[src/rtl/sram_access_ctrl_if.sv]
// rtl/sram_access_ctrl_if.sv - core-side command/read-return bundle for sram_access_ctrl
//
// Purpose: groups the core-facing command handshake and read-return signals.
//   cmd_valid/cmd_ready : command handshake (accept when both high at a clk edge)
//   cmd_we              : 1 = write, 0 = read
//   cmd_addr/cmd_wdata  : word address and write data
//   rd_valid/rd_data    : one-cycle read-result strobe and last captured word
//   busy                : sequencer is not idle
// Modports: master = core side, slave = sequencer side.

interface sram_access_ctrl_if #(
    parameter int ADDR_W = 18,
    parameter int DATA_W = 32
);
    logic              cmd_valid;
    logic              cmd_ready;
    logic              cmd_we;
    logic [ADDR_W-1:0] cmd_addr;
    logic [DATA_W-1:0] cmd_wdata;
    logic              rd_valid;
    logic [DATA_W-1:0] rd_data;
    logic              busy;

    modport master (
        output cmd_valid, cmd_we, cmd_addr, cmd_wdata,
        input  cmd_ready, rd_valid, rd_data, busy
    );

    modport slave (
        input  cmd_valid, cmd_we, cmd_addr, cmd_wdata,
        output cmd_ready, rd_valid, rd_data, busy
    );
endinterface

[src/rtl/sram_access_ctrl.sv]
// rtl/sram_access_ctrl.sv - single-word command sequencer for an async SRAM pin wrapper
//
// Purpose: turns one read/write command at a time into a timed asynchronous-SRAM
//   cycle: address/data setup before WE, a WE_CYCLES-long WE pulse, one hold cycle,
//   or a READ_WAIT-cycle read access followed by a one-cycle rd_valid strobe.
// Ports:
//   clk             system clock, all state on rising edge
//   reset           asynchronous active-high reset
//   bus             core-side command / read-return bundle (slave modport)
//   mem_address     address to SRAM wrapper
//   mem_wren        write enable to SRAM wrapper (high only during the WE pulse)
//   mem_data_write  write data to SRAM wrapper
//   mem_data_read   read data from SRAM wrapper

module sram_access_ctrl #(
    parameter int ADDR_W    = 18,
    parameter int DATA_W    = 32,
    parameter int READ_WAIT = 2,
    parameter int WE_CYCLES = 2
) (
    input  logic                 clk,
    input  logic                 reset,
    sram_access_ctrl_if.slave    bus,
    output logic [ADDR_W-1:0]    mem_address,
    output logic                 mem_wren,
    output logic [DATA_W-1:0]    mem_data_write,
    input  logic [DATA_W-1:0]    mem_data_read
);

    if (READ_WAIT < 1 || WE_CYCLES < 1) begin : g_param_check
        $error("sram_access_ctrl: READ_WAIT and WE_CYCLES must both be >= 1");
    end

    // One shared counter serves both the WE pulse and the read wait.
    localparam int CNT_MAX = (READ_WAIT > WE_CYCLES) ? READ_WAIT : WE_CYCLES;
    localparam int CNT_W   = $clog2(CNT_MAX + 1);
    localparam logic [CNT_W-1:0] WE_LAST = CNT_W'(WE_CYCLES - 1);
    localparam logic [CNT_W-1:0] RD_LAST = CNT_W'(READ_WAIT - 1);

    typedef enum logic [2:0] {
        IDLE,
        W_SETUP,
        W_PULSE,
        W_HOLD,
        R_WAIT
    } state_t;

    state_t            state_q, state_d;
    logic [CNT_W-1:0]  cnt_q, cnt_d;
    logic              cmd_ready_q, cmd_ready_d;
    logic              mem_wren_q, mem_wren_d;
    logic              rd_valid_q, rd_valid_d;
    logic [DATA_W-1:0] rd_data_q, rd_data_d;
    logic [ADDR_W-1:0] mem_address_q, mem_address_d;
    logic [DATA_W-1:0] mem_data_write_q, mem_data_write_d;
    logic              busy_q, busy_d;

    always_ff @(posedge clk or posedge reset) begin
        if (reset) begin
            state_q          <= IDLE;
            cnt_q            <= '0;
            cmd_ready_q      <= 1'b0;
            mem_wren_q       <= 1'b0;
            rd_valid_q       <= 1'b0;
            rd_data_q        <= '0;
            mem_address_q    <= '0;
            mem_data_write_q <= '0;
            busy_q           <= 1'b0;
        end else begin
            state_q          <= state_d;
            cnt_q            <= cnt_d;
            cmd_ready_q      <= cmd_ready_d;
            mem_wren_q       <= mem_wren_d;
            rd_valid_q       <= rd_valid_d;
            rd_data_q        <= rd_data_d;
            mem_address_q    <= mem_address_d;
            mem_data_write_q <= mem_data_write_d;
            busy_q           <= busy_d;
        end
    end

    always_comb begin
        state_d          = state_q;
        cnt_d            = cnt_q;
        cmd_ready_d      = cmd_ready_q;
        mem_wren_d       = 1'b0;
        rd_valid_d       = 1'b0;
        rd_data_d        = rd_data_q;
        mem_address_d    = mem_address_q;
        mem_data_write_d = mem_data_write_q;

        case (state_q)
            IDLE: begin
                // cmd_ready_q is 0 only in the first cycle after reset, so the
                // first edge after release just raises ready without accepting.
                cmd_ready_d = 1'b1;
                if (bus.cmd_valid && cmd_ready_q) begin
                    mem_address_d    = bus.cmd_addr;
                    mem_data_write_d = bus.cmd_wdata;
                    cmd_ready_d      = 1'b0;
                    cnt_d            = '0;
                    state_d          = bus.cmd_we ? W_SETUP : R_WAIT;
                end
            end
            W_SETUP: begin
                mem_wren_d = 1'b1;
                cnt_d      = '0;
                state_d    = W_PULSE;
            end
            W_PULSE: begin
                if (cnt_q == WE_LAST) begin
                    state_d = W_HOLD;
                end else begin
                    cnt_d      = cnt_q + CNT_W'(1);
                    mem_wren_d = 1'b1;
                end
            end
            W_HOLD: begin
                cmd_ready_d = 1'b1;
                state_d     = IDLE;
            end
            R_WAIT: begin
                if (cnt_q == RD_LAST) begin
                    rd_data_d   = mem_data_read;
                    rd_valid_d  = 1'b1;
                    cmd_ready_d = 1'b1;
                    cnt_d       = '0;
                    state_d     = IDLE;
                end else begin
                    cnt_d = cnt_q + CNT_W'(1);
                end
            end
            default: begin
                state_d = IDLE;
            end
        endcase

        busy_d = (state_d != IDLE);
    end

    assign bus.cmd_ready  = cmd_ready_q;
    assign bus.rd_valid   = rd_valid_q;
    assign bus.rd_data    = rd_data_q;
    assign bus.busy       = busy_q;
    assign mem_address    = mem_address_q;
    assign mem_wren       = mem_wren_q;
    assign mem_data_write = mem_data_write_q;

endmodule

[src/flat_wrapper.sv]
// flat-port wrapper written by rule: the top's interface ports become plain ports
module sram_access_ctrl_flat 
#(
    parameter int ADDR_W    = 18,
    parameter int DATA_W    = 32,
    parameter int READ_WAIT = 2,
    parameter int WE_CYCLES = 2
)
  (clk, reset, mem_address, mem_wren, mem_data_write, mem_data_read, bus_cmd_valid, bus_cmd_we, bus_cmd_addr, bus_cmd_wdata, bus_cmd_ready, bus_rd_valid, bus_rd_data, bus_busy);
  sram_access_ctrl_if #(.ADDR_W(ADDR_W), .DATA_W(DATA_W)) bus_i ();
  input  logic clk;
  input  logic reset;
  output logic [ADDR_W-1:0] mem_address;
  output logic mem_wren;
  output logic [DATA_W-1:0] mem_data_write;
  input  logic [DATA_W-1:0] mem_data_read;
  input wire logic [$bits(bus_i.cmd_valid)-1:0] bus_cmd_valid;
  input wire logic [$bits(bus_i.cmd_we)-1:0] bus_cmd_we;
  input wire logic [$bits(bus_i.cmd_addr)-1:0] bus_cmd_addr;
  input wire logic [$bits(bus_i.cmd_wdata)-1:0] bus_cmd_wdata;
  output wire logic [$bits(bus_i.cmd_ready)-1:0] bus_cmd_ready;
  output wire logic [$bits(bus_i.rd_valid)-1:0] bus_rd_valid;
  output wire logic [$bits(bus_i.rd_data)-1:0] bus_rd_data;
  output wire logic [$bits(bus_i.busy)-1:0] bus_busy;
  assign bus_i.cmd_valid = bus_cmd_valid;
  assign bus_i.cmd_we = bus_cmd_we;
  assign bus_i.cmd_addr = bus_cmd_addr;
  assign bus_i.cmd_wdata = bus_cmd_wdata;
  assign bus_cmd_ready = bus_i.cmd_ready;
  assign bus_rd_valid = bus_i.rd_valid;
  assign bus_rd_data = bus_i.rd_data;
  assign bus_busy = bus_i.busy;
  sram_access_ctrl #(.ADDR_W(ADDR_W), .DATA_W(DATA_W), .READ_WAIT(READ_WAIT), .WE_CYCLES(WE_CYCLES)) u_core (.clk(clk), .reset(reset), .bus(bus_i), .mem_address(mem_address), .mem_wren(mem_wren), .mem_data_write(mem_data_write), .mem_data_read(mem_data_read));
endmodule
[config.mk]
export PLATFORM = sky130hd
export DESIGN_NAME = sram_access_ctrl_flat
export DESIGN_NICKNAME = d
export VERILOG_FILES = /design/src/rtl/sram_access_ctrl_if.sv /design/src/rtl/sram_access_ctrl.sv /design/src/flat_wrapper.sv
export SDC_FILE = /design/constraint.sdc
export NUM_CORES = 1
export LEC_CHECK = 0
export CAP_MARGIN = 20
export CORE_ASPECT_RATIO = 0.5
export CORE_MARGIN = 10
export CORE_UTILIZATION = 40
export DETAILED_ROUTE_END_ITERATION = 6
export GPL_TIMING_DRIVEN = 1
export PLACE_DENSITY = 0.79
export REMOVE_ABC_BUFFERS = 1
export SYNTH_ARGS = -nofsm -noshare
export SYNTH_HDL_FRONTEND = slang
export SYNTH_SLANG_ARGS = --single-unit
[constraint.sdc]
create_clock -name clk -period 3.4 [get_ports clk]
set_clock_uncertainty 0.05 [all_clocks]
set_input_delay 0.68 -clock clk [delete_from_list [all_inputs] [get_ports clk]]
set_output_delay 0.68 -clock clk [all_outputs]
set_load 0.03 [all_outputs]
; ---- Yosys cells after proc, flatten, opt, wreduce, memory -nomap -nowiden
; Index checks and enable logic that the tools add are counted.
[op_classes]
add_sub_neg = 1
eq_ne = 8
n_mux = 16
reduce_logical = 9
[op_table]
columns = cell, n
row1 = two-way mux 3 bit, 4
row2 = one-hot mux 3 bit (4 select lines), 1
row3 = one-hot mux 2 bit (4 select lines), 1
row4 = equality test 3 x 2 -> 1 bit (second input constant), 2
row5 = two-way mux 2 bit, 3
row6 = AND reduction 2 bit, 3
row7 = nonzero test 3 bit, 2
row8 = two-way mux 1 bit, 5
row9 = inequality test 2 x 1 -> 1 bit (second input constant), 2
row10 = nonzero test 4 bit, 1
row11 = equality test 3 x 1 -> 1 bit (second input constant), 1
row12 = equality test 3 bit (second input constant), 1
row13 = zero test 3 bit, 1
row14 = one-hot mux 1 bit (3 select lines), 1
row15 = AND reduction 3 bit, 1
row16 = adder 2 x 1 -> 2 bit (second input constant), 1
row17 = equality test 2 x 1 -> 1 bit (second input constant), 1
row18 = inequality test 2 bit (second input constant), 1
row19 = one-hot mux 1 bit (2 select lines), 1
row20 = logical AND 1 bit, 1
[word_totals]
reg_bits = 91
inputBits = 86
out_inout_bits = 86
wordCells = 43

; ---- Depth between registers and ports, before layout
[logic_depth]
ltp_word = 4
ltp_mapped = 6
depth_no_buf = 5

; ---- Worst setup path before layout
; Ideal clock, no wire load.
[synth_timing]
path_type = register -> register
start = register u_core.state_q[0]
end = register u_core.mem_address_q[0] (netlist: u_core.mem_address[0])
setup_time_ns = 0.127
arrival_ns = 1.686
t_required_ns = 3.223
path_slack_ns = 1.537
path_stages_with_launch = 7
cell_sequence = dfrtp_1 buf_6 or2_1 buf_2 nor3_4 buf_6 mux2_1
[synth_between]
elab_chain_len = 2
[synth_lines]
columns = element, line_no
row1 = start: declaration, sram_access_ctrl.sv:48  ; state_t state_q, state_d;
row2 = start signal: assignment, sram_access_ctrl.sv:70  ; state_q <= state_d;
row3 = zero test 3 bit, sram_access_ctrl.sv:92  ; case (state_q)
row4 = AND reduction 2 bit (no source line), -
row5 = end signal: assignment, sram_access_ctrl.sv:76  ; mem_address_q <= mem_address_d;
row6 = end: declaration, sram_access_ctrl.sv:54  ; logic [ADDR_W-1:0] mem_address_q, mem_address_d;
; Every way passes these cells.
; A chain may end at the register's enable or synchronous reset.

; ---- Final worst setup path
[layout_timing]
start = register u_core.cmd_ready_q (netlist: u_core.bus.cmd_ready)
end = output bus_cmd_ready
[layout_rtl]
columns = element, line_no
row1 = start: declaration, sram_access_ctrl.sv:50  ; logic cmd_ready_q, cmd_ready_d;
row2 = start signal: assignment, sram_access_ctrl.sv:72  ; cmd_ready_q <= cmd_ready_d;
row3 = end: declaration, flat_wrapper.sv:21  ; output wire logic [$bits(bus_i.cmd_ready)-1:0] bus_cmd_ready;
; No word-level cell between the ends.

==> out/metrics.yaml <==
sta:
  fin_ws_ns: 1.26
  period_minus_slack_ns: 2.14
  maxSlewHeadroom_pct: 61.9
  setup_viol: 0
  rsz0062_at_grt: "false"
  hold_viol_final: 0
  fmax_ghz: 0.468
  tightest_slew_ns: 0.572
  fin_tns_setup_ns: 0
  period_share_pct: 62.9
  drv_slew: 0
setup_path:
  reg2regPathDepth: 4
  cp_slowest_stage_delay_ns: 0.70
  cp_max_fo: 4
  end_kind: "output pin"
  critPathBufInv: 1
  cp-start-kind: "flip-flop"
  cp_top_family: "buffers and inverters"
  crit_type: "reg2out"
  r2r-end: "u_core.mem_data_write[1]"
  r2r-start: "u_core.state_q[0]"
  cp_slowest_cell: "clkdlybuf4s50_1"
  path_cells: "clkdlybuf4s50_1"
  rrSetupSlack_ns: 1.30
  required_ns: 2.67
  crit_arrival_ns: 1.41
cells_and_area:
  layout_common_cells: "clkdlybuf4s50_1 (171), dfrtp_1 (91), mux2_1 (48), mux2_2 (36), clkbuf_16 (9)"
  drive_above_1_share_pct: 14.9
  n_antenna_cell: 0
  nets: 482
  fillers: 643
  syn2layout_area_growth_pct: 57.7
  layout_commonest_cell: "clkdlybuf4s50_1"
global_routing:
  first_global_vias: 2821
  gr-usage-met3_pct: 4.45
  met2_usage_pct: 31.0
  grt_pass1_wl_mm: 15.7
  gr-max-usage-layer: "met2"
  grt_usage_pct: 15.0
  use_met1_pct: 13.9
  grt_max_degree: 61
  grt_overflow: 0
  antenna_found_initial: 0
power_and_ir_drop:
  pwr-share-clk_pct: 14.3
  switching_share_pct: 40.4
  combPwrFrac_pct: 53.4
  seq_power_share_pct: 32.3
  p_total_mw: 6.00
  leakage_nw: 2.31
  power_density_mw_per_mm2: 1070
  p_sw_mw: 2.42
  p_int_mw: 3.58
  vdd_drop_max_mv: 0.482
clock_network:
  htreeDepth: 3
  postCtsHoldBufs: 0
  ctsRootBufferMaster: "clkbuf_16"
  clock_latency_ns: 0.33
  cts_resized: 0
  cts_num_sinks: 91
  cts.clk_slew.worst_paths_ns: 0.06
  cts_made_buffers: 9
  clock_path_buffers: 2
  cts_tree: "yes"
  post_cts_buffers: 0
run_status:
  status: "finished, final reports clean"
synthesis:
  synth_top_area_cell: "dfrtp_1"
  synth_cell_types: 28
  synth-seq-cells: 91
  synthTopCellsByArea: "dfrtp_1 (64%), mux2_1 (15%), mux2_2 (11%), buf_6 (1.9%), nor3_4 (0.91%)"
  ys.flop_type: "dfrtp_1"
  netlist.area_leader.share_pct: 63.9
  syn_area_sq_mm: 0.00356
  synth-edff-count: 0
  synthCells: 219
  yosysWarnings: 0
  ys_seq_area_share_pct: 63.9
  synthArstFlopShare_pct: 100
  syn_avg_cell_area_sq_um: 16.3
min_path:
  hold_class: "reg2reg"
  hold_end: "u_core.mem_address[8]"
  holdPathStages: 1
  worstHoldStart: "u_core.mem_address[8]"
route:
  drc: 0
  totalWireLength_mm: 9.86
  wl_per_cell_um: 19.2
  final_antenna_net_count: 0
  vias: 2432
  via_per_inst: 4.73
  drtIter0Drc: 103
  drt_pass1_iterations: 4
floorplanning:
  rows: 24
  core_area_sq_mm: 0.00868
  initial_core_util_pct: 41.0
  die_w_um: 153
  die-area_sq_mm: 0.0133
  dieHeight_um: 86.7
  io_pins: 172
placed_design:
  port-buffer-count: 171
  dp_worst_setup_slack_ns: 0.952
  gp_congestion: 0.797
  dp_hpwl_mm: 7.86
job:
  cap_violations: 0
==> power groups by stage <==
stage	Clock, mW	Combinational [mW]	Sequential (mW)
floorplan	0	0.764	2.96
global placement	0	3.16	1.91
detailed placement	0	3.25	1.96
CTS	0.884	3.26	1.95
global route	0.931	3.37	2.02
finish	0.856	3.21	1.94
==> cell families (layout without fill, tap and decap cells) <==
| kind of cell | count (synthesis) | after routing | share of synthesized area, % |
|---|---|---|---|
| flip-flops | 91 | 91 | 63.9 |
| multiplexers | 84 | 84 | 26.6 |
| buffers and inverters | 16 | 194 | 3.27 |
| AND/OR/NAND/NOR | 14 | 14 | 3.06 |
| AO/OA/AOI/OAI | 11 | 11 | 2.25 |
| adder cells (fa/ha/maj) | 2 | 2 | 0.702 |
| XOR/XNOR | 1 | 1 | 0.246 |
==> area by class of cell <==
cell class                 instances  area [sq um]  area share (%)
timing repair buffer             175          1750            31.2
tap                              117           146            2.61
sequential                        91          2280            40.5
inverter                           5          20.0           0.356
clock inverter                     3          17.5           0.312
clock buffer                      11           233            4.14
multi-input combinational        112          1170            20.8
==> cells in the mapped netlist, drive strengths merged (2+ instances only) <==
master  count
a21oi       3
inv         5
buf        11
or2         2
ha          2
or3b        3
nor3        2
nor2        2
mux2       84
dfrtp      91
==> how the worst max path moves through the flow <==
stage | startpoint | end | depth (start not counted)
2_1_floorplan | reset | u_core.bus.busy | 1
3_5_place_dp | bus_cmd_valid | u_core.mem_data_write[1] | 5
4_1_cts | u_core.bus.cmd_ready | bus_cmd_ready | 1
6_report | u_core.bus.cmd_ready | bus_cmd_ready | 1
5_1_grt | u_core.state_q[0] | u_core.mem_data_write[24] | 4
3_3_place_gp | bus_cmd_valid | u_core.mem_data_write[22] | 5
==> flip-flops by register name, summed over array words and instances, names as in the netlist <==
signal,count
u_core.bus.rd_data,32
u_core.mem_data_write,32
u_core.mem_address,18
u_core.state_q,3
u_core.cnt_q,2
u_core.bus.busy,1
u_core.bus.cmd_ready,1
u_core.bus.rd_valid,1
u_core.mem_wren,1
==> routing by layer <==
| metal | vias up | share of wire, % |
|---|---|---|
| met1 | 1245 | 32 |
| met4 | 0 | 1.5 |
| met2 | 53 | 62 |
| met5 | - | 0 |
| met3 | 13 | 4.6 |
| li1 | 1121 | - |
==> per-stage QoR <==
stage | utilization (%) | area (sq um) | cells | hold slack (ns)
after floorplan | - | 3460 | 208 | 0.457
after global placement | 61.8 | 5370 | 500 | 0.416
after detailed placement | 61.8 | 5370 | 500 | 0.424
after CTS | 64.7 | 5620 | 514 | 0.438
after global routing | 64.7 | 5620 | 514 | 0.448
final | 64.7 | 5620 | 514 | 0.434
Note: power is estimated with default switching activity, not from simulation.
==> patch 1 (same flow settings) <==
Encoding of `state_t`: now Gray code (3 bits for 5 states).
--- a/src/rtl/sram_access_ctrl.sv
+++ b/src/rtl/sram_access_ctrl.sv
@@ -40,7 +40,7 @@
     typedef enum logic [2:0] {
-        IDLE,
-        W_SETUP,
-        W_PULSE,
-        W_HOLD,
-        R_WAIT
+        IDLE    = 3'b000,
+        W_SETUP = 3'b001,
+        W_PULSE = 3'b011,
+        W_HOLD  = 3'b010,
+        R_WAIT  = 3'b110
     } state_t;
Function: no difference found for any inputs over 10 cycles, from zero or initial values and one cycle with reset high; not proved beyond that.
==> patch 1 against the original RTL <==
  * Sequential cell count stayed put
  * Fmax is 8.5% lower
  * Count of clock-buffer cells in the layout grew 1
  * Setup slack got worse by 0.20 ns
  * Cell area rose by 2.4%
  * First-iteration DRC count is 30% higher
  * Wire length is 7.0% higher
  * Power rose by 1.3%
  * Synthesized area grew 4.1%
  * Critical endpoint is now u_core.mem_data_write[4]
==> patch 1: results (changes against the original RTL) <==
| Metric | Value |
|---|---|
| Status | `finished clean` |
| Vias in the first global route | `2,687 (-4.8%)` |
| Leak | `2.576 nW (+12%)` |
| Peak supply drop | `433.5 uV (-10%)` |
| Finished Layout Cells | `511 (-0.58%)` |
| Critical Path Max Stage Delay | `0.82 ns (+0.12 ns)` |
| First-pass GRT wire length | `15,980 um (+1.5%)` |
| Critical path fanouts, max | `55 (+51)` |
| Avg Vias per Cell | `4.659 (-1.5%)` |
| Unique masters post-synth | `26 (-7.1%)` |
| Placer Congestion | `0.7265 (-8.8%)` |
| Slew @ Worst Pin | `0.9525 ns (+0.3809 ns)` |
| Initial DRC Count | `134 (+30%)` |
| Seq/Total Area, Yosys | `61.38% (-2.5 points)` |
| Worst endpoint data arrival time | `2.49 ns (+1.08 ns)` |
| Register share of total power | `31.5% (-0.8 points)` |
| Nets@finish | `478 (-0.83%)` |
| Total track usage | `14.87% (-0.14 points)` |
| Critical path's slowest cell | `or4_4` |
| DP Cell Count | `496 (-0.80%)` |
| Synth top area cells | `dfrtp_1 61%, mux2_4 18%, mux2_2 11%` |
| Reg2reg path depth | `2 (-2)` |
| Largest net degree at the start of global routing | `92 (+51%)` |
| Area of placed instances | `0.005475 sq mm (+2.0%)` |
| Cell family with most CP delay | `simple AND/OR/NAND/NOR gates` |
[patch 1: kinds of logic after synthesis]
| group | count (synthesis) | synth area share (%) |
|---|---|---|
| and+or+nand+nor | 14 | 2.563 |
| AOI/OAI and AO/OA | 9 | 1.518 |
| adders and majority gates | 2 | 0.6744 |
| muxes | 84 | 29.98 |
| buffers and inverters | 16 | 3.878 |
| DFF | 91 | 61.38 |
[patch 1: per-layer routing]
metal | vias to the layer above | track usage (%) | wire length (um)
li1 | 1101 | - | -
met4 | 0 | 3.915 | 116
met3 | 6 | 4.110 | 458
met5 | - | 0 | 0
met2 | 60 | 29.26 | 6123
met1 | 1214 | 15.44 | 3854
[patch 1: area by class of cell]
cell class / count / area, sq um
fillers: 639 / 3107
flip-flops and latches: 91 / 2277
repair buffers: 173 / 1739
multi-input cells: 109 / 1289
clock buffers: 12 / 236.5
well taps: 117 / 146.4
clock inverters: 3 / 40.04
inverters: 6 / 23.77
[patch 1: stage by stage]
step                      hold slack (ns)  worst slack [ns]  total power (W)
after floorplan                    0.4750            0.3064         0.003787
after global routing               0.4690             1.021         0.006361
after CTS                          0.4568             1.076         0.006151
final                              0.4521             1.063         0.006077
after global placement             0.4353            0.7470         0.005076
after detailed placement           0.4418            0.7267         0.005179
[patch 1: final timing paths]
| path | from | endpoint |
|---|---|---|
| worst min register to register | u_core.mem_data_write[20] | u_core.mem_data_write[20] |
| min in group asynchronous | reset | u_core.bus.rd_valid |
| worst min-delay path | u_core.mem_data_write[20] | u_core.mem_data_write[20] |
| worst max-delay path | bus_cmd_valid | u_core.mem_data_write[4] |
| max in group asynchronous | reset | u_core.mem_data_write[29] |
| worst max register to register | u_core.state_q[2] | u_core.mem_data_write[4] |
==> patch 2 (config.mk and constraints unchanged) <==
Without the edit above. `WE_CYCLES` is set to 2 in 2 places; all go to 4.
--- a/src/rtl/sram_access_ctrl.sv
+++ b/src/rtl/sram_access_ctrl.sv
@@ -18,3 +18,3 @@
     parameter int READ_WAIT = 2,
-    parameter int WE_CYCLES = 2
+    parameter int WE_CYCLES = 4
 ) (
--- a/src/flat_wrapper.sv
+++ b/src/flat_wrapper.sv
@@ -6,3 +6,3 @@
     parameter int READ_WAIT = 2,
-    parameter int WE_CYCLES = 2
+    parameter int WE_CYCLES = 4
 )
Check against the original RTL: not equivalent (Yosys sat finds a counterexample within 10 cycles, from zero or initial values and one cycle with reset high).
==> patch 2 against the original RTL <==
  * Cell area increased by 2.2%
  * Sequential cell count rose by 1
  * Via count increased by 0.49%
  * Setup slack lost 0.081 ns
  * Core utilization grew 0.78 points
  * Die area up 1.5%
  * Synthesized area increased by 1.9%
  * First-iteration DRC count shrank 36%
  * Synthesized cell count rose by 1.8%
  * Wire length hardly changed
  * Hold slack got worse by 0.0028 ns
  * Power grew 3.4%
  * Highest routed layer unchanged
==> patch 2: results (changes against the original RTL) <==
| Metric | Value |
|---|---|
| Status | `finished clean` |
| DP Cell Count | `503 (+0.60%)` |
| Peak supply drop | `505.4 uV (+4.8%)` |
| Via count | `2,444 (+0.49%)` |
| Syn avg cell area | `16.27 sq um (about the same)` |
| Critical path fanouts, max | `51 (+47)` |
| Critical Path Max Stage Delay | `0.56 ns (-0.14 ns)` |
| WHS Endpoint | `u_core.mem_address[4]` |
| Register area | `0.002302 sq mm (+1.1%)` |
| Largest net degree at the start of global routing | `52 (-15%)` |
| Nets@finish | `486 (+0.83%)` |
| Min-delay src | `u_core.mem_address[4]` |
| Drt total wl | `9855 um (about the same)` |
| Switching part of the total | `38.79% (-1.6 points)` |
| Placer Congestion | `0.7516 (-5.6%)` |
| Vias in the first global route | `2,787 (-1.2%)` |
| Worst endpoint data arrival time | `2.39 ns (+0.98 ns)` |
| Unique masters post-synth | `31 (+11%)` |
| Drt first pass iters | `6 (+2)` |
| Critical path's slowest cell | `buf_4` |
| Post-DP HPWL | `7690 um (-2.2%)` |
| Area of placed instances | `0.005420 sq mm (+1.0%)` |
| Synth top area cells | `dfrtp_1 63%, mux2_2 24%, buf_6 1.9%` |
| Initial DRC Count | `66 (-36%)` |
| Hold WS | `0.4316 ns (-0.002810 ns)` |
| Commonest cells post-synth | `92 x dfrtp_1, 78 x mux2_2, 6 x buf_6` |
| Reg2reg path depth | `3 (-1)` |
| Leak | `2.342 nW (+1.6%)` |
| Layout cells sized above 1 | `25.62% (+11 points)` |
| Total track usage | `14.66% (-0.35 points)` |
| Post-place setup slack | `0.8323 ns (-0.1199 ns)` |
[patch 2: cells by family (layout without fill, tap and decap cells)]
family          count (synthesis)  count (layout)  synth area share (%)
simple gates                   16              16                 3.518
buf+inv                        15             194                 3.241
mux                            82              82                 25.45
flops                          92              92                 63.45
fa+ha+maj                       3               3                 1.035
compound gates                 14              14                 3.070
xor+xnor                        1               1                0.2414
[patch 2: how the worst max path moves through the flow]
stage / startpoint / endpoint / slack (ns) / cells after the start
global route: bus_cmd_valid / u_core.mem_data_write[8] / 1.10 / 5
finish: bus_cmd_valid / u_core.mem_data_write[8] / 1.18 / 5
global placement: bus_cmd_valid / u_core.mem_data_write[0] / 0.88 / 5
floorplan: reset / u_core.bus.busy / 0.28 / 1
detailed placement: bus_cmd_valid / u_core.mem_data_write[8] / 0.83 / 5
CTS: bus_cmd_valid / u_core.mem_data_write[8] / 1.18 / 5
[patch 2: power groups by stage]
stage | clock [W] | sequential [W] | combinational, W
floorplan | 0 | 0.00298 | 0.000803
global placement | 0 | 0.00193 | 0.00319
detailed placement | 0 | 0.00197 | 0.00326
CTS | 0.00107 | 0.00196 | 0.00327
global route | 0.00112 | 0.00203 | 0.00338
finish | 0.00104 | 0.00195 | 0.00322
[patch 2: per-layer routing]
| metal | track usage [%] | share of wire [%] | up-vias |
|---|---|---|---|
| li1 | - | - | 1144 |
| met1 | 13.42 | 33 | 1216 |
| met2 | 29.68 | 59 | 71 |
| met3 | 4.783 | 5.7 | 13 |
| met4 | 5.541 | 1.9 | 0 |
| met5 | 0 | 0 | - |
[patch 2: layout make-up]
cell class / count / area share (%)
Timing Repair Buffer: 174 / 30.41
Tap cell: 117 / 2.549
Sequential cell: 92 / 40.09
Multi-Input combinational cell: 116 / 21.05
Clock inverter: 3 / 0.7407
Inverter: 4 / 0.2832
Clock buffer: 13 / 4.880
